### src/rtl/mouse_packet_decoder.sv
// mouse_packet_decoder: 3-byte PS/2 mouse packet to clamped cursor position, buttons and click pulse
// Define PKT_TIMEOUT_EN to drop partial packets after TIMEOUT idle cycles between bytes.
module mouse_packet_decoder #(
  parameter int H_MAX   = 639,
  parameter int V_MAX   = 479,
  parameter int X_INIT  = 320,
  parameter int Y_INIT  = 240,
  parameter int TIMEOUT = 100000
) (
  input  logic       clk,
  input  logic       reset,
  input  logic [7:0] rx_data,
  input  logic       rx_done_tick,
  output logic [9:0] px_reg,
  output logic [9:0] py_reg,
  output logic       mouseclick,
  output logic       btn_left,
  output logic       btn_right,
  output logic       pkt_tick
);
  typedef enum logic [1:0] {WAIT_B0, WAIT_B1, WAIT_B2, UPDATE} state_t;
  state_t state_q, state_d;
  logic [7:0] b0_q, b0_d, dx_q, dx_d, dy_q, dy_d;
  logic [9:0] px_q, px_d, py_q, py_d, x_clamp, y_clamp;
  logic [11:0] x_sum, y_sum;
  logic click_q, click_d, bl_q, bl_d, br_q, br_d, tick_q, tick_d;
  logic tmo;
`ifdef PKT_TIMEOUT_EN
  localparam int CW = $clog2(TIMEOUT + 1);
  logic [CW-1:0] cnt_q, cnt_d;
  always_comb begin
    tmo = cnt_q == CW'(TIMEOUT);
    cnt_d = ((state_q == WAIT_B1 || state_q == WAIT_B2) && !rx_done_tick && !tmo) ? cnt_q + 1'b1 : '0;
  end
  always_ff @(posedge clk) cnt_q <= reset ? '0 : cnt_d;
`else
  assign tmo = 1'b0;
`endif
  // PS/2 +y is up while screen y grows downward, so dy is subtracted
  always_comb begin
    x_sum = {2'b00, px_q} + {{4{b0_q[4]}}, dx_q};
    y_sum = {2'b00, py_q} - {{4{b0_q[5]}}, dy_q};
    x_clamp = x_sum[11] ? 10'd0 : (x_sum > 12'(H_MAX)) ? 10'(H_MAX) : x_sum[9:0];
    y_clamp = y_sum[11] ? 10'd0 : (y_sum > 12'(V_MAX)) ? 10'(V_MAX) : y_sum[9:0];
  end
  always_comb begin
    state_d = state_q;
    b0_d = b0_q;
    dx_d = dx_q;
    dy_d = dy_q;
    px_d = px_q;
    py_d = py_q;
    bl_d = bl_q;
    br_d = br_q;
    click_d = 1'b0;
    tick_d = 1'b0;
    case (state_q)
      WAIT_B0: if (rx_done_tick && rx_data[3]) begin
        b0_d = rx_data;
        state_d = WAIT_B1;
      end
      WAIT_B1: if (rx_done_tick) begin
        dx_d = rx_data;
        state_d = WAIT_B2;
      end else if (tmo) state_d = WAIT_B0;
      WAIT_B2: if (rx_done_tick) begin
        dy_d = rx_data;
        state_d = UPDATE;
      end else if (tmo) state_d = WAIT_B0;
      default: begin
        state_d = WAIT_B0;
        px_d = b0_q[6] ? px_q : x_clamp;
        py_d = b0_q[7] ? py_q : y_clamp;
        bl_d = b0_q[0];
        br_d = b0_q[1];
        click_d = b0_q[0] && !bl_q;
        tick_d = 1'b1;
      end
    endcase
  end
  always_ff @(posedge clk) begin
    if (reset) begin
      state_q <= WAIT_B0;
      b0_q <= '0;
      dx_q <= '0;
      dy_q <= '0;
      px_q <= 10'(X_INIT);
      py_q <= 10'(Y_INIT);
      bl_q <= 1'b0;
      br_q <= 1'b0;
      click_q <= 1'b0;
      tick_q <= 1'b0;
    end else begin
      state_q <= state_d;
      b0_q <= b0_d;
      dx_q <= dx_d;
      dy_q <= dy_d;
      px_q <= px_d;
      py_q <= py_d;
      bl_q <= bl_d;
      br_q <= br_d;
      click_q <= click_d;
      tick_q <= tick_d;
    end
  end
  assign px_reg = px_q;
  assign py_reg = py_q;
  assign mouseclick = click_q;
  assign btn_left = bl_q;
  assign btn_right = br_q;
  assign pkt_tick = tick_q;
endmodule
### config.mk
export PLATFORM = sky130hd
export DESIGN_NAME = mouse_packet_decoder
export DESIGN_NICKNAME = d
export VERILOG_FILES = /design/src/rtl/mouse_packet_decoder.sv
export SDC_FILE = /design/constraint.sdc
export NUM_CORES = 1
export LEC_CHECK = 0
export ABC_AREA = 1
export BUFFER_PORTS_ARGS = -buffer_cell sky130_fd_sc_hd__buf_4
export CELL_PAD_IN_SITES_DETAIL_PLACEMENT = 1
export CELL_PAD_IN_SITES_GLOBAL_PLACEMENT = 1
export CORE_MARGIN = 10
export CORE_UTILIZATION = 38
export DETAILED_ROUTE_END_ITERATION = 10
export HOLD_SLACK_MARGIN = 0.02
export MAX_ROUTING_LAYER = met4
export PLACE_DENSITY = 0.77
export SLEW_MARGIN = 20
export SYNTH_ARGS = -nofsm -noshare
export SYNTH_HDL_FRONTEND = slang
export SYNTH_SLANG_ARGS = --single-unit
export TNS_END_PERCENT = 1
### constraint.sdc
create_clock -name clk -period 2.2 [get_ports clk]
set_input_delay 0.33 -clock clk [delete_from_list [all_inputs] [get_ports clk]]
set_output_delay 0.33 -clock clk [all_outputs]
set_load 0.05 [all_outputs]
==> results.ini <==
[sta]
setup_slack_ps = 115
min_period_over_period_pct = 94.8
setup_viol = 0
worst_pin_slew_ps = 442
hold_viol = 0
holdWs_ps = 293
fmax_ghz = 0.480
slew_violations = 0
slew-limit-headroom_pct = 70.2
layout_min_cycle_time_ps = 2080
grt_setup_unrepaired = true
finClkSkew_ps = 10.8

[global_route]
first_global_vias = 3109
grt_pass1_wl_um = 14900
antenna_found_initial = 0
grt_overflow = 0
grt_start_max_net_pins = 25
track_usage_pct = 15.6

[route]
dr.pass1.iters = 4
drt_iter0_markers = 64
route.vias.total = 3032
via_per_inst = 5.10
final_antenna_net_count = 0
drt_wl_total_um = 8900
drc_errors = 0
wl_per_cell_um = 15.0

[logic_synthesis]
yosysMostFrequentCell = nand2_1
synth_area_leaders = dfxtp_1 (31%), nand2_1 (13%), ha_1 (11%), a21oi_1 (7.3%), inv_1 (6.7%)
synth_commonest_cells = nand2_1 (106), inv_1 (55), dfxtp_1 (48)
async_reset_ff_share_pct = 0
synth_cell_type_count = 30
yosysSeqAreaShare_pct = 31.2
yosysTopAreaCellShare_pct = 31.2
syn_inst = 449
syn_area_per_cell_sq_um = 6.86
yosysTopAreaCell = dfxtp_1
yosysWarnings = 0
ys_ff_latch = 48
syn-num-nets = 488
netlist_area_sq_mm = 0.00308
synthFlopType = dfxtp_1
synth-edff-count = 0

[clock_tree]
cts_root_buffer = clkbuf_8
h-tree-depth = 2
cts_buffer_depth = 2
cts_tree = done
clock_latency_ps = 320
numCtsBuffers = 5
cts_hold_buffers = 0
cts.clk_slew.worst_paths_ps = 100
cts.sinks = 48

[finish]
design_area_sq_mm = 0.00371
drive_gt1_share_pct = 21.1
antenna_cells = 0
synthToLayoutAreaGrowth_pct = 20.4
register_area_sq_um = 972
multi_input_area_sq_mm = 0.00196
nFillCells = 1012
finalNetCount = 531

[floorplan]
dieArea_sq_mm = 0.0121
coreArea_sq_mm = 0.00781
std_cell_rows = 32
fp.dieW_um = 110
start_util_pct = 39.4
ios = 35
die_h_um = 110

[pwr]
seqPwrFrac_pct = 29.4
switching_power_mw = 1.80
p_total_mw = 3.84
p_comb_share_pct = 55.1
pwr-share-clk_pct = 15.4
netSwitchingFraction_pct = 47.0
leakagePower_nw = 1.62
ir_drop_uv = 477
p_int_mw = 2.03
p_per_area_mw_per_mm2 = 1040

[worst_setup_path]
worstPathArrival_ps = 2300
crit_family = simple AND/OR/NAND/NOR gates
crit_slowest_cell = fa_2
start_kind = register
path_buf_inv = 2
crit_type = reg2reg
crit_fanout = 6
worst_ep_required_time_ps = 2410
slowest_delay_ps = 380
crit_chain = ha_4, inv_2, fa_2, nand3b_1, nand2_2, nand2_2, nand2_2, nand2_2, nand2_4, inv_2, nand2_4, nand2_4, a21oi_4, nand2_1, nand2_1, nand2_1
cp-end-kind = register
cp_common_cell = nand2_2

[hold_path]
hold_class = in2reg

[placed_design]
placement.cell_area_sq_mm = 0.00349
dpl.hpwl_um = 7180
place_congestion = 0.864
place_ws_ps = 31.4
port_buffers = 34

[flow_run]
cap_violations = 0

[run_status]
status = finished, final reports clean

==> worst min-delay path: stages <==
cell	delay, ps
buf_4	90
o21ai_0	80
nor2_1	80
==> path summary, 6_finish.rpt <==
check / startpoint / endpoint / slack, ps / cells past startpoint
max reg2reg: dx_q[0] / px_reg[6] / 120 / 16
min reg2reg: b0_q[6] / b0_q[6] / 450 / 2
max: dx_q[0] / px_reg[6] / 120 / 16
min: rx_data[6] / dx_q[6] / 290 / 3
==> routing by layer <==
layer / share of wire [%] / vias up / track usage (%)
met2: 50 / 32 / 26.6
met4: 0.56 / 0 / 3.35
met5: 0 / - / -
met1: 46 / 1452 / 18.9
li1: - / 1542 / -
met3: 2.9 / 6 / 2.79
==> metrics by stage <==
stage	cells	util (%)	TNS [ps]
2_1_floorplan	449	-	0
3_3_place_gp	585	44.7	0
3_5_place_dp	585	44.7	0
4_1_cts	593	45.9	0
5_1_grt	595	47.5	-164
6_report	595	47.5	0
==> final cells by class <==
cell class	count	area share, %
clock inverter	2	0.371
sequential	48	26.2
multi-input combinational	332	52.9
clock buffer	6	2.23
inverter	63	6.38
tap	102	3.44
timing repair buffer	42	8.50
==> timing repair <==
item,CTS,global route
setup endpoints to repair,0,19
setup buffers,0,2
gates resized for setup,0,28
==> cells in the final DEF, fill, tap and decap left out, types with 6 or more instances in the layout <==
cell      count
o21ai_1       6
clkbuf_8      6
nor2_1       42
inv_2         6
nand2_4       6
nand4_1      14
ha_1         20
dfxtp_1      41
inv_1        54
a21oi_1      44
nand3_1      20
nand2_2      10
nand2_1     102
o21ai_0      25
dfxtp_2       6
buf_4        42
nand3_2       6
==> power groups by stage <==
stage	Combinational [mW]	Sequential, mW	Clock (mW)
finish	2.12	1.13	0.593
global route	2.39	1.15	0.644
CTS	2.02	1.12	0.606
detailed placement	2.01	1.14	0
global placement	1.96	1.13	0
floorplan	1.31	1.30	0
==> logic make-up (layout without fill, tap and decap cells) <==
family	count (synthesis)	after routing	share of synthesized area, %
AO/OA/AOI/OAI	86	86	15.1
XOR/XNOR	9	9	3.17
adder cells (fa/ha/maj)	28	28	11.9
buffers and inverters	69	113	8.41
flip-flops	48	48	31.2
AND/OR/NAND/NOR	209	209	30.2
No activity file was read; power rests on OpenSTA's default activity.
